**src/rtl/key_event_pkg.sv**
```systemverilog
// key_event_pkg
// Shared types and constants for the key event block and its neighbours.
//   state_t           : FSM state encoding (3 bits)
//   *_12M constants   : default timing at the 12 MHz sys_clk, also used by
//                       the key debounce stage so both agree on the clock
package key_event_pkg;

   typedef enum logic [2:0] {
      IDLE   = 3'd0,
      PRESS1 = 3'd1,
      WAIT2  = 3'd2,
      PRESS2 = 3'd3,
      LONG   = 3'd4
   } state_t;

   localparam int SYS_CLK_HZ         = 12_000_000;
   localparam int DEBOUNCE_TIME_12M  = 120_000;     // 10 ms
   localparam int LONG_TIME_12M      = 12_000_000;  // 1 s
   localparam int DCLICK_TIME_12M    = 3_600_000;   // 300 ms
   localparam int REPEAT_TIME_12M    = 2_400_000;   // 200 ms
   localparam int CNT_BITS_12M       = 24;

endpackage

```
**src/rtl/key_event_if.sv**
```systemverilog
// key_event_if
// Bundles the debounced key level and the event outputs of one button.
//   key_i     : debounced key level (driven by the debounce stage)
//   held_o    : registered "key pressed" level
//   press_o / release_o / click_o / dclick_o / long_o / repeat_o :
//               single-cycle event pulses
// The slave modport is the key_event block; the master modport is the
// consumer side that supplies key_i and reads the events.
// There is no handshake: key_i is a plain level and each event is a
// one-cycle pulse that the consumer must sample on the cycle it is high.
interface key_event_if;
   logic key_i;
   logic held_o;
   logic press_o;
   logic release_o;
   logic click_o;
   logic dclick_o;
   logic long_o;
   logic repeat_o;

   modport slave (
      input  key_i,
      output held_o, press_o, release_o, click_o, dclick_o, long_o, repeat_o
   );

   modport master (
      output key_i,
      input  held_o, press_o, release_o, click_o, dclick_o, long_o, repeat_o
   );
endinterface

```
**src/rtl/key_edge.sv**
```systemverilog
// key_edge
// Normalises the key polarity and finds press/release edges.
//   sys_clk, sys_rst : clock, synchronous active-high reset
//   key_i            : debounced key level
//   key_d            : pressed state from the previous cycle (registered)
//   rise             : key pressed this cycle, released last cycle
//   fall             : key released this cycle, pressed last cycle
module key_edge #(
   parameter logic ACTIVE_LEVEL = 1'b1
) (
   input  logic sys_clk,
   input  logic sys_rst,
   input  logic key_i,
   output logic key_d,
   output logic rise,
   output logic fall
);

   logic pressed;

   assign pressed = (key_i == ACTIVE_LEVEL);

   // Reset to "released" so a key held through reset yields a rise
   // on the first cycle out of reset.
   always_ff @(posedge sys_clk) begin
      if (sys_rst) key_d <= 1'b0;
      else         key_d <= pressed;
   end

   assign rise = pressed & ~key_d;
   assign fall = ~pressed & key_d;

endmodule

```
**src/rtl/key_event.sv**
```systemverilog
// key_event
// Turns a debounced key level into single-cycle UI events: press, release,
// click, double click, long press and auto-repeat.
//   sys_clk, sys_rst : clock, synchronous active-high reset
//   ev (slave)       : key_i in; held_o and event pulses out
//   state_o          : current FSM state, for observation
// All outputs are registered; each pulse appears the cycle after the edge
// or terminal count that caused it.
module key_event
   import key_event_pkg::*;
#(
   parameter logic ACTIVE_LEVEL = 1'b1,
   parameter int   LONG_TIME    = LONG_TIME_12M,
   parameter int   DCLICK_TIME  = DCLICK_TIME_12M,
   parameter int   REPEAT_TIME  = REPEAT_TIME_12M,
   parameter int   CNT_BITS     = CNT_BITS_12M
) (
   input  logic        sys_clk,
   input  logic        sys_rst,
   key_event_if.slave  ev,
   output state_t      state_o
);

   // Terminal counts: cnt == X-1 gives exactly X cycles in the state.
   localparam logic [CNT_BITS-1:0] LONG_TC   = CNT_BITS'(LONG_TIME - 1);
   localparam logic [CNT_BITS-1:0] DCLICK_TC = CNT_BITS'(DCLICK_TIME - 1);
   localparam logic [CNT_BITS-1:0] REPEAT_TC = CNT_BITS'(REPEAT_TIME - 1);

   logic key_d;
   logic rise;
   logic fall;

   state_t              state, state_n;
   logic [CNT_BITS-1:0] cnt;
   logic                cnt_clr;

   logic press_n, release_n, click_n, dclick_n, long_n, repeat_n;
   logic press_q, release_q, click_q, dclick_q, long_q, repeat_q;

   key_edge #(.ACTIVE_LEVEL(ACTIVE_LEVEL)) u_edge (
      .sys_clk (sys_clk),
      .sys_rst (sys_rst),
      .key_i   (ev.key_i),
      .key_d   (key_d),
      .rise    (rise),
      .fall    (fall)
   );

   // Next state and next pulse values. Where two causes meet in one
   // cycle the key edge is checked first so it takes priority.
   always_comb begin
      state_n   = state;
      cnt_clr   = 1'b0;
      press_n   = 1'b0;
      release_n = 1'b0;
      click_n   = 1'b0;
      dclick_n  = 1'b0;
      long_n    = 1'b0;
      repeat_n  = 1'b0;
      case (state)
         IDLE: begin
            if (rise) begin
               state_n = PRESS1;
               press_n = 1'b1;
            end
         end
         PRESS1: begin
            if (fall) begin
               state_n   = WAIT2;
               release_n = 1'b1;
            end else if (cnt == LONG_TC) begin
               state_n = LONG;
               long_n  = 1'b1;
            end
         end
         WAIT2: begin
            if (rise) begin
               state_n  = PRESS2;
               press_n  = 1'b1;
               dclick_n = 1'b1;
            end else if (cnt == DCLICK_TC) begin
               state_n = IDLE;
               click_n = 1'b1;
            end
         end
         PRESS2: begin
            if (fall) begin
               state_n   = IDLE;
               release_n = 1'b1;
            end
         end
         LONG: begin
            if (fall) begin
               state_n   = IDLE;
               release_n = 1'b1;
            end else if (cnt == REPEAT_TC) begin
               repeat_n = 1'b1;
               cnt_clr  = 1'b1;
            end
         end
         default: state_n = IDLE;
      endcase
      if (state_n != state) cnt_clr = 1'b1;
   end

   always_ff @(posedge sys_clk) begin
      if (sys_rst) begin
         state     <= IDLE;
         cnt       <= '0;
         press_q   <= 1'b0;
         release_q <= 1'b0;
         click_q   <= 1'b0;
         dclick_q  <= 1'b0;
         long_q    <= 1'b0;
         repeat_q  <= 1'b0;
      end else begin
         state     <= state_n;
         cnt       <= cnt_clr ? '0 : cnt + CNT_BITS'(1);
         press_q   <= press_n;
         release_q <= release_n;
         click_q   <= click_n;
         dclick_q  <= dclick_n;
         long_q    <= long_n;
         repeat_q  <= repeat_n;
      end
   end

   // key_d is already the registered pressed level.
   assign ev.held_o    = key_d;
   assign ev.press_o   = press_q;
   assign ev.release_o = release_q;
   assign ev.click_o   = click_q;
   assign ev.dclick_o  = dclick_q;
   assign ev.long_o    = long_q;
   assign ev.repeat_o  = repeat_q;
   assign state_o      = state;

endmodule
```
**src/flat_wrapper.sv**
```systemverilog
// flat-port wrapper written by rule: the top's interface ports become plain ports
module key_event_flat import key_event_pkg::*;
#(
   parameter logic ACTIVE_LEVEL = 1'b1,
   parameter int   LONG_TIME    = LONG_TIME_12M,
   parameter int   DCLICK_TIME  = DCLICK_TIME_12M,
   parameter int   REPEAT_TIME  = REPEAT_TIME_12M,
   parameter int   CNT_BITS     = CNT_BITS_12M
)
  (sys_clk, sys_rst, state_o, ev_key_i, ev_held_o, ev_press_o, ev_release_o, ev_click_o, ev_dclick_o, ev_long_o, ev_repeat_o);
  key_event_if ev_i ();
  input  logic sys_clk;
  input  logic sys_rst;
  output state_t state_o;
  input wire logic [$bits(ev_i.key_i)-1:0] ev_key_i;
  output wire logic [$bits(ev_i.held_o)-1:0] ev_held_o;
  output wire logic [$bits(ev_i.press_o)-1:0] ev_press_o;
  output wire logic [$bits(ev_i.release_o)-1:0] ev_release_o;
  output wire logic [$bits(ev_i.click_o)-1:0] ev_click_o;
  output wire logic [$bits(ev_i.dclick_o)-1:0] ev_dclick_o;
  output wire logic [$bits(ev_i.long_o)-1:0] ev_long_o;
  output wire logic [$bits(ev_i.repeat_o)-1:0] ev_repeat_o;
  assign ev_i.key_i = ev_key_i;
  assign ev_held_o = ev_i.held_o;
  assign ev_press_o = ev_i.press_o;
  assign ev_release_o = ev_i.release_o;
  assign ev_click_o = ev_i.click_o;
  assign ev_dclick_o = ev_i.dclick_o;
  assign ev_long_o = ev_i.long_o;
  assign ev_repeat_o = ev_i.repeat_o;
  key_event #(.ACTIVE_LEVEL(ACTIVE_LEVEL), .LONG_TIME(LONG_TIME), .DCLICK_TIME(DCLICK_TIME), .REPEAT_TIME(REPEAT_TIME), .CNT_BITS(CNT_BITS)) u_core (.sys_clk(sys_clk), .sys_rst(sys_rst), .ev(ev_i), .state_o(state_o));
endmodule
```
**config.mk**
```make
export PLATFORM = sky130hd
export DESIGN_NAME = key_event_flat
export DESIGN_NICKNAME = d
export VERILOG_FILES = /design/src/rtl/key_event_pkg.sv /design/src/rtl/key_event_if.sv /design/src/rtl/key_edge.sv /design/src/rtl/key_event.sv /design/src/flat_wrapper.sv
export SDC_FILE = /design/constraint.sdc
export NUM_CORES = 1
export LEC_CHECK = 0
export ABC_AREA = 1
export CORE_MARGIN = 5
export CORE_UTILIZATION = 58
export CTS_CLUSTER_SIZE = 20
export DETAILED_ROUTE_END_ITERATION = 8
export GPL_TIMING_DRIVEN = 0
export PLACE_DENSITY = 0.88
export SYNTH_ARGS = -nofsm -noshare
export SYNTH_HDL_FRONTEND = slang
export SYNTH_SLANG_ARGS = --single-unit
```
**constraint.sdc**
```tcl
create_clock -name sys_clk -period 2.5 [get_ports sys_clk]
set_input_delay 0.375 -clock sys_clk [delete_from_list [all_inputs] [get_ports sys_clk]]
set_output_delay 0.375 -clock sys_clk [all_outputs]
set_load 0.02 [all_outputs]
```
==> flow_summary.toml, run 1 <==
[synthesis]
syn-instance-count = 274
synth_top_area_share_pct = 33.73
ys_seq_elements = 34
syn-cell-area_sq_mm = 0.002018
yosys.area.top_type = "dfxtp_1"
avgSynthCellArea_sq_um = 7.366
ys_types = 27
seq_area_frac_synth_pct = 33.73
yosys-top-cells-area = "dfxtp_1 (34%), nor3_2 (9.4%), nand2_1 (8.7%), xor2_1 (8.2%), nor2_1 (8.0%)"
yosys_warnings = 0
synth_nets = 278

[global_routing]
grt_pass1_vias = 1601
grt_use_met2_pct = 34.17
gr-total-overflow = 0
top_usage_layer = "met2"
grt_usage_pct = 20.25
use_met3_pct = 5.348
grt_start_max_net_pins = 11
grt_pass1_wl_microns = 7100
antenna_found_initial = 0
grt.met1_usage_pct = 24.65

[worst_hold_path]
whs_path_depth = 2
hp-class = "primary input to flop"
worstHoldStart = "sys_rst"
min_to = "u_core.u_edge.key_d"

[route]
dr_total_vias = 1754
drtAntennaViolNets = 0
drt_pass1_iterations = 4
via_per_inst = 5.205
first_iter_violations = 96
wl_per_cell_microns = 12.35
drt_wl_total_microns = 4163
drc_errors = 0

[sta]
slew_violations = 0
fin_setup_tns_ns = 0
hold_violations = 0
max-slew-margin-rel_pct = 74.68
rsz0062_at_grt = "false"
fin_skew_ns = 0.006159
finalCriticalPeriod_ns = 2.023
post-route-period-util_pct = 80.92
fmax_mhz = 494.3
setup_viol = 0
worst_slew_pin_slew_ns = 0.3798

[clock_network]
cts_tree = "yes"
cts_setup_buffers = 0
numCtsBuffers = 5
clk_latency_ns = 0.33
clock-sinks = 34
cts_buffer_depth = 2
cts.clk_slew.worst_paths_ns = 0.09
cts_max_level = 2
postCtsResizedCells = 0
cts_hold_buf = 0
clock-root-buffer = "clkbuf_4"

[critical_path]
r2r_end = "u_core.cnt[17]"
critPathMaxFanout = 10
critPathMaxStageDelay_ns = 0.42
cp-end-kind = "flop"
regToRegSetupSlack_ns = 0.48
path_common_cell = "nand2_1"
worstPathArrival_ns = 2.25
worst_path_max_delay_cell = "dfxtp_1"
worstPathCellList = "ha_1, nand3_4, inv_1, nand3_1, nor2_1, nand2_1, nand2_1, nand2_1, a21oi_4, buf_6, nor3_2"
path_class = "flop to flop"
crit_path_start_kind = "flop"
r2r-start = "u_core.cnt[0]"
cp.required_ns = 2.73
r2r_cells = 11

[floorplanning]
die_area_sq_mm = 0.004760
core_area_sq_mm = 0.003363
die_h_microns = 68.99
std_cell_rows = 21
num_io_pins = 13
start_util_pct = 60.01
fp.dieW_microns = 68.99

[final_layout]
top_register = "u_core.cnt"
largest_reg_flops = 24
n_fill_cell = 315
nets = 296
drive_above_1_share_pct = 15.12
area_growth_pct = 10.85
insertedDiodeCount = 0

[power_and_ir_drop]
total_power_w = 0.0009761
peakVddDrop_mv = 0.3226
power_density_mw_per_mm2 = 436.3
leakagePower_nw = 0.8120

[place]
dp_hpwl_microns = 3272
port_buffers = 11
place.gp.congestion = 0.9607

[run_status]
status = "finished clean"

[run]
drv_cap = 0
==> cell families (layout without fill, tap and decap cells) <==
group	count (synthesis)	after routing	synth area share [%]
compound gates	4	4	1.674
xor+xnor	21	21	9.114
fa+ha+maj	1	1	0.6199
buf+inv	49	66	10.60
flops	34	34	33.73
simple gates	165	165	44.27
==> layer usage <==
metal	up-vias	wire [microns]
met5	-	0
met4	0	94
met3	10	276
met2	49	2019
met1	795	1772
li1	900	-
==> area by class of cell <==
type | count | area [sq um] | area share [%]
multi-input combinational | 191 | 1124 | 50.22
inverter | 44 | 165.2 | 7.383
sequential | 34 | 680.7 | 30.43
clock buffer | 6 | 51.30 | 2.293
timing repair buffer | 11 | 110.1 | 4.922
buffer | 5 | 48.80 | 2.181
tap | 46 | 57.56 | 2.573
==> synth_stat cells <==
library cell / instances
nand3_4: 2
xor2_1: 19
ha_1: 1
a21oi_4: 1
nand3_2: 1
clkbuf_1: 1
nor3_2: 19
nor2_1: 43
nor2_2: 2
o21ai_1: 1
inv_1: 41
nand2_2: 3
inv_2: 3
and3b_1: 1
nand4_1: 11
a211oi_1: 1
buf_6: 4
or2_1: 1
a21oi_1: 1
nor3_1: 17
dfxtp_1: 34
nand3_1: 14
nand2_1: 47
nor3_4: 2
xnor2_1: 2
nor2_4: 1
nor4_1: 1
==> cell usage in the layout (no fill, tap or decap) <==
cell / netlist / layout
inv_2: 3 / 3
nand4_1: 11 / 11
nor2_2: 2 / 2
nand2_1: 47 / 47
a21oi_1: 1 / 1
dfxtp_1: 34 / 34
inv_1: 41 / 41
clkbuf_4: 0 / 5
xor2_1: 19 / 19
and3b_1: 1 / 1
nor3_4: 2 / 2
a211oi_1: 1 / 1
nand3_2: 1 / 1
nor2_4: 1 / 1
nor4_1: 1 / 1
buf_6: 4 / 4
o21ai_1: 1 / 1
or2_1: 1 / 1
nor3_1: 17 / 17
clkbuf_8: 0 / 1
clkdlybuf4s50_1: 0 / 11
nor2_1: 43 / 43
xnor2_1: 2 / 2
nand3_1: 14 / 14
nor3_2: 19 / 19
a21oi_4: 1 / 1
nand2_2: 3 / 3
clkbuf_1: 1 / 1
ha_1: 1 / 1
nand3_4: 2 / 2
==> worst max-delay path by stage <==
stage             startpoint              to  slack [ns]  cells after the start
4_1_cts        u_core.cnt[0]   u_core.cnt[4]        0.47                     11
3_5_place_dp        ev_key_i  u_core.cnt[17]        0.35                     11
5_1_grt        u_core.cnt[0]  u_core.cnt[17]        0.24                     11
3_3_place_gp        ev_key_i  u_core.cnt[13]        0.36                     11
6_report       u_core.cnt[0]  u_core.cnt[17]        0.48                     11
2_1_floorplan  u_core.cnt[0]   u_core.cnt[2]        0.77                     11
==> worst max-delay path, delay by kind of cell, from the launching register on <==
| kind | cells | cell delay (ns) |
|---|---|---|
| flip-flops | 1 | 0.42 |
| adder cells (fa/ha/maj) | 1 | 0.34 |
| AND/OR/NAND/NOR | 7 | 0.61 |
| AO/OA/AOI/OAI | 1 | 0.24 |
| buffers and inverters | 2 | 0.30 |
==> stage by stage <==
stage          hold WS [ns]  instances  setup slack (ns)  utilization, %  area (sq um)
4_1_cts              0.3841        337            0.4725           66.52          2237
6_report             0.3930        337            0.4769           66.52          2237
2_1_floorplan        0.4713        274            0.7697               -          2018
5_1_grt              0.4267        337            0.2430           66.52          2237
3_5_place_dp         0.5009        331            0.3496           64.99          2186
3_3_place_gp         0.4850        331            0.3644           64.99          2186
==> where the power goes <==
part / leakage (nW) / total (W) / internal [W] / switching (W)
combinational: 0.507 / 0.000122 / 0.0000432 / 0.0000786
sequential: 0.275 / 0.000560 / 0.000551 / 0.00000922
clock: 0.0302 / 0.000294 / 0.000127 / 0.000168
No activity file was read; power rests on OpenSTA's default activity.
==> inputs of run 2 (changes only) <==
==> constraint.sdc (replaced) <==
create_clock -name sys_clk -period 1.9 [get_ports sys_clk]
set_input_delay 0.285 -clock sys_clk [delete_from_list [all_inputs] [get_ports sys_clk]]
set_output_delay 0.285 -clock sys_clk [all_outputs]
set_load 0.02 [all_outputs]
==> run 2 against run 1 <==
Setup slack got worse by 0.36 ns; register-to-register slack got worse by 0.36 ns; total power increased by 36%; global-route usage about the same; critical path type unchanged; critical endpoint is now u_core.cnt[20].
==> flow_summary.toml, run 2 (synthesized netlist as in run 1, its figures left out) <==
[floorplanning]
fp.dieW_microns = 68.99
die_area_sq_mm = 0.004760
die_h_microns = 68.99
std_cell_rows = 21
start_util_pct = 60.01
num_io_pins = 13
core_area_sq_mm = 0.003363

[power_and_ir_drop]
intPower_w = 0.0009728
clockPowerShare_pct = 29.4
combPwrFrac_pct = 14.7
p_seq_share_pct = 55.9
total_power_w = 0.001324
power_switching_w = 0.0003511
leakagePower_nw = 0.8675
swShare_pct = 26.52
peakVddDrop_mv = 0.4252
power_density_mw_per_mm2 = 559.5

[clock_network]
clk_latency_ns = 0.33
cts_tree = "yes"
clock-root-buffer = "clkbuf_4"
clock-sinks = 34
cts_max_level = 2
cts.clk_slew.worst_paths_ns = 0.10
cts_hold_buf = 0
numCtsBuffers = 5
cts_buffer_depth = 2

[route]
dr_total_vias = 1798
first_iter_violations = 135
via_per_inst = 5.212
drc_errors = 0
drt_pass1_iterations = 5
drt_wl_total_microns = 4494
drtAntennaViolNets = 0
wl_per_cell_microns = 13.03

[global_routing]
grt_usage_pct = 20.28
grt_start_max_net_pins = 11
grt_pass1_wl_microns = 7120
antenna_found_initial = 0
gr-total-overflow = 0
grt_pass1_vias = 1614

[critical_path]
cp.required_ns = 2.13
worstPathArrival_ns = 2.01
regToRegSetupSlack_ns = 0.12
r2r_cells = 11
critPathMaxFanout = 5
path_common_cell = "nand2_1"
crit_path_start_kind = "flop"
worstPathCellList = "nand3_4, inv_1, nand3_1, nor2_1, nand2_1, nand2_1, nand2_1, a21oi_4, buf_4, clkbuf_16, nor3_2"
path_class = "flop to flop"
cp-end-kind = "flop"
r2r_end = "u_core.cnt[20]"
critPathMaxStageDelay_ns = 0.51
r2r-start = "u_core.cnt[2]"
worst_path_max_delay_cell = "dfxtp_1"

[final_layout]
final_cell_mix = "nand2_1 (47), nor2_1 (43), inv_1 (41)"
finish.utilization_pct = 70.35
multi_input_area_sq_mm = 0.001141
n_fill_cell = 296
seqCellArea_sq_um = 685.7
final_common_cell = "nand2_1"
drive_above_1_share_pct = 18.73
area_growth_pct = 17.23
nets = 304
top_register = "u_core.cnt"
finalNonFillerCells = 345
insertedDiodeCount = 0
largest_reg_flops = 24

[sta]
finalCriticalPeriod_ns = 1.778
post-route-period-util_pct = 93.60
worst_slew_pin_slew_ns = 0.3795
fin_setup_tns_ns = 0
fin_skew_ns = 0.007240
max-slew-margin-rel_pct = 74.70
slew_violations = 0
setup_viol = 0
fmax_mhz = 562.3
hold_violations = 0

[place]
place_inst = 331
port_buffers = 11
dp_hpwl_microns = 3272
place.gp.congestion = 0.9607

[run_status]
status = "finished clean"

[worst_hold_path]
min_to = "u_core.u_edge.key_d"
whs_path_depth = 2
hp-class = "primary input to flop"
worstHoldStart = "sys_rst"

[run]
drv_cap = 0
## run 2: cell types whose count changed in the layout (fill, tap and decap cells not counted), sizes merged
| cell | change |
|---|---|
| buf | +6 |
| clkbuf | +2 |
## run 2: power groups by stage
stage | combinational, W | sequential, W | clock (W)
5_1_grt | 0.000211 | 0.000742 | 0.000430
6_report | 0.000194 | 0.000740 | 0.000390
3_5_place_dp | 0.000161 | 0.000753 | 0
3_3_place_gp | 0.000157 | 0.000752 | 0
2_1_floorplan | 0.000118 | 0.000759 | 0
4_1_cts | 0.000166 | 0.000739 | 0.000398
## run 2: worst max-delay path: cells and delay by family, from the launching register on
family / cells / cell delay, ns
simple gates: 7 / 0.61
flops: 1 / 0.51
buf+inv: 3 / 0.40
compound gates: 1 / 0.14
## run 2: how the worst max path moves through the flow
stage               slack, ns           from             end
floorplan                0.17  u_core.cnt[0]   u_core.cnt[2]
global route            -0.05  u_core.cnt[2]  u_core.cnt[23]
global placement        -0.15       ev_key_i  u_core.cnt[13]
finish                   0.12  u_core.cnt[2]  u_core.cnt[20]
detailed placement      -0.16       ev_key_i  u_core.cnt[17]
CTS                      0.04  u_core.cnt[0]  u_core.cnt[20]
## run 2: repair_timing
action,4_1_cts,5_1_grt
setup buffers,1,5
pin swaps,0,1
gates resized for setup,2,7
endpoints found under the hold margin,0,0
gates cloned,0,2
endpoints found under the setup margin,20,24
## run 2: area by class of cell
class	instances	share of cell area [%]
Inverter	44	6.980
Multi-Input combinational cell	191	48.23
Tap cell	46	2.433
Sequential cell	34	28.98
Timing Repair Buffer	19	8.831
Buffer	5	2.380
Clock buffer	6	2.168
## run 2: metal layers
metal | wire (microns) | vias up | GRT usage, %
li1 | - | 916 | -
met1 | 1918 | 823 | 24.55
met2 | 2242 | 53 | 34.40
met3 | 278 | 6 | 5.348
met4 | 54 | 0 | 7.299
met5 | 0 | - | 0
## run 2: metrics by stage
| stage | instance area (sq um) | hold WS (ns) | setup slack, ns |
|---|---|---|---|
| CTS | 2257 | 0.2941 | 0.03592 |
| floorplan | 2018 | 0.3920 | 0.1697 |
| global placement | 2186 | 0.4850 | -0.1456 |
| finish | 2366 | 0.3002 | 0.1217 |
| detailed placement | 2186 | 0.5009 | -0.1604 |
| global route | 2366 | 0.3366 | -0.04880 |
==> inputs of run 3 (changes only) <==
--- a/config.mk
+++ b/config.mk
@@ -7,11 +7,11 @@
 export LEC_CHECK = 0
 export ABC_AREA = 1
 export CORE_MARGIN = 5
-export CORE_UTILIZATION = 58
+export CORE_UTILIZATION = 60
 export CTS_CLUSTER_SIZE = 20
 export DETAILED_ROUTE_END_ITERATION = 8
 export GPL_TIMING_DRIVEN = 0
-export PLACE_DENSITY = 0.88
+export PLACE_DENSITY = 0.91
 export SYNTH_ARGS = -nofsm -noshare
 export SYNTH_HDL_FRONTEND = slang
 export SYNTH_SLANG_ARGS = --single-unit
==> constraint.sdc (replaced) <==
create_clock -name sys_clk -period 2.2 [get_ports sys_clk]
set_input_delay 0.33 -clock sys_clk [delete_from_list [all_inputs] [get_ports sys_clk]]
set_output_delay 0.33 -clock sys_clk [all_outputs]
set_load 0.02 [all_outputs]
==> run 3 against run 2 <==
Utilization fell by 1.7 points; critical path depth did not move; via count did not move; global-route usage rose by 1.9 points; sequential power fell by 14%; clock power fell by 8.7%; combinational power fell by 27%; clock skew fell by 0.0028 ns; final cell count fell by 1.4%; sequential cell count did not move; highest routed layer unchanged.
==> flow_summary.toml, run 3 (synthesized netlist as in run 1, its figures left out) <==
[run_status]
status = "finished clean"

[floorplanning]
fp.dieW_microns = 68.00
die_area_sq_mm = 0.004623
std_cell_rows = 21
start_util_pct = 61.45
num_io_pins = 13
die_h_microns = 68.00
core_area_sq_mm = 0.003284

[sta]
hold_violations = 0
fin_setup_tns_ns = 0
rsz0062_at_grt = "false"
max-slew-margin-rel_pct = 73.00
finalCriticalPeriod_ns = 1.992
worst_slew_pin_slew_ns = 0.4050
post-route-period-util_pct = 90.54
slew_violations = 0
fmax_mhz = 502.1
fin_skew_ns = 0.004392
setup_viol = 0

[clock_network]
cts_hold_buf = 0
cts.clk_slew.worst_paths_ns = 0.10
numCtsBuffers = 5
clock-root-buffer = "clkbuf_4"
cts_max_level = 2
cts_buffer_depth = 2
clk_latency_ns = 0.34
clock-sinks = 34
cts_tree = "yes"

[global_routing]
use_met3_pct = 5.583
grt_usage_pct = 22.22
gr-total-overflow = 0
grt_pass1_wl_microns = 7583
grt_pass1_vias = 1693
antenna_found_initial = 0
grt_start_max_net_pins = 11
grt.met1_usage_pct = 26.15
grt_use_met2_pct = 38.99
top_usage_layer = "met2"

[critical_path]
path_class = "flop to flop"
critPathMaxStageDelay_ns = 0.42
cp-end-kind = "flop"
regToRegSetupSlack_ns = 0.21
r2r_end = "u_core.cnt[7]"
r2r-start = "u_core.cnt[0]"
critPathTopFamily = "simple AND/OR/NAND/NOR gates"
critPathMaxFanout = 10
worst_path_max_delay_cell = "dfxtp_1"
path_common_cell = "nand2_1"
cp_num_buf_inv = 2
worstPathArrival_ns = 2.22
cp.required_ns = 2.43
r2r_cells = 11
worstPathCellList = "ha_2, nand3_4, inv_1, nand3_1, nor2_1, nand2_1, nand2_1, nand2_1, a21oi_4, buf_6, nor3_2"
crit_path_start_kind = "flop"

[place]
dp_hpwl_microns = 3342
post_dp_cell_area_sq_mm = 0.002186
place.gp.congestion = 0.9694
port_buffers = 11

[final_layout]
largest_reg_flops = 24
fin_area_sq_mm = 0.002256
final_common_cell = "nand2_1"
final_cell_mix = "nand2_1 (47), nor2_1 (43), inv_1 (41)"
area_growth_pct = 11.78
insertedDiodeCount = 0
nets = 297
n_fill_cell = 276
top_register = "u_core.cnt"
finish.utilization_pct = 68.69
drive_above_1_share_pct = 15.99

[power_and_ir_drop]
power_switching_w = 0.0003032
clockPowerShare_pct = 31.4
total_power_w = 0.001135
intPower_w = 0.0008313
leakagePower_nw = 0.8198
swShare_pct = 26.73
peakVddDrop_mv = 0.3308
combPwrFrac_pct = 12.5
power_density_mw_per_mm2 = 502.9
p_seq_share_pct = 56.1

[route]
drt_wl_total_microns = 4452
drt_pass1_iterations = 5
dr_total_vias = 1798
wl_per_cell_microns = 13.09
drc_errors = 0
drtAntennaViolNets = 0
first_iter_violations = 173
via_per_inst = 5.288

[worst_hold_path]
min_to = "u_core.u_edge.key_d"
whs_path_depth = 2
hp-class = "primary input to flop"
worstHoldStart = "sys_rst"

[run]
drv_cap = 0
run 3: cell count changes in the layout (fill, tap and decap cells not counted), moves of 2 or more:
| cell | previous run | this run |
|---|---|---|
| buf_4 | 5 | 1 |
| buf_8 | 2 | 0 |
| dfxtp_1 | 32 | 34 |
| clkbuf_16 | 2 | 0 |
run 3: final cells by class:
type / count / area (sq um) / share of cell area, %
timing repair buffer: 12 / 117.6 / 5.214
inverter: 44 / 165.2 / 7.321
tap: 46 / 57.56 / 2.551
sequential: 34 / 680.7 / 30.17
clock inverter: 1 / 5.005 / 0.2219
clock buffer: 7 / 55.05 / 2.440
multi-input combinational: 191 / 1126 / 49.92
buffer: 5 / 48.80 / 2.163
run 3: stage by stage:
step	std cells	hold slack, ns	setup WS [ns]
6_report	340	0.3585	0.2082
5_1_grt	340	0.3881	0.003752
4_1_cts	339	0.3574	0.1549
3_5_place_dp	331	0.4855	0.06798
3_3_place_gp	331	0.4850	0.1138
2_1_floorplan	274	0.4370	0.4697
run 3: routing by layer:
metal,part of all wire [%],vias up
met5,0,-
met4,1.5,0
met3,6.7,8
met2,48,62
met1,44,822
li1,-,906
run 3: worst max-delay path by stage:
stage               slack (ns)           from  depth (start not counted)              to
floorplan                 0.47  u_core.cnt[0]                         11   u_core.cnt[2]
global placement          0.11       ev_key_i                         11  u_core.cnt[21]
detailed placement        0.07       ev_key_i                         11   u_core.cnt[7]
CTS                       0.15  u_core.cnt[0]                         11   u_core.cnt[7]
global route             0.004  u_core.cnt[0]                         11   u_core.cnt[7]
finish                    0.21  u_core.cnt[0]                         11   u_core.cnt[7]
run 3: what timing repair did:
item                       in CTS  in global routing
setup buffers                   0                  1
gates resized for setup         0                  1
setup endpoints to repair       0                 20
run 3: power groups by stage:
stage	clock, W	combinational [W]	sequential, W
floorplan	0	0.000102	0.000655
global placement	0	0.000136	0.000650
detailed placement	0	0.000139	0.000650
CTS	0.000369	0.000140	0.000636
global route	0.000396	0.000156	0.000638
finish	0.000356	0.000142	0.000636
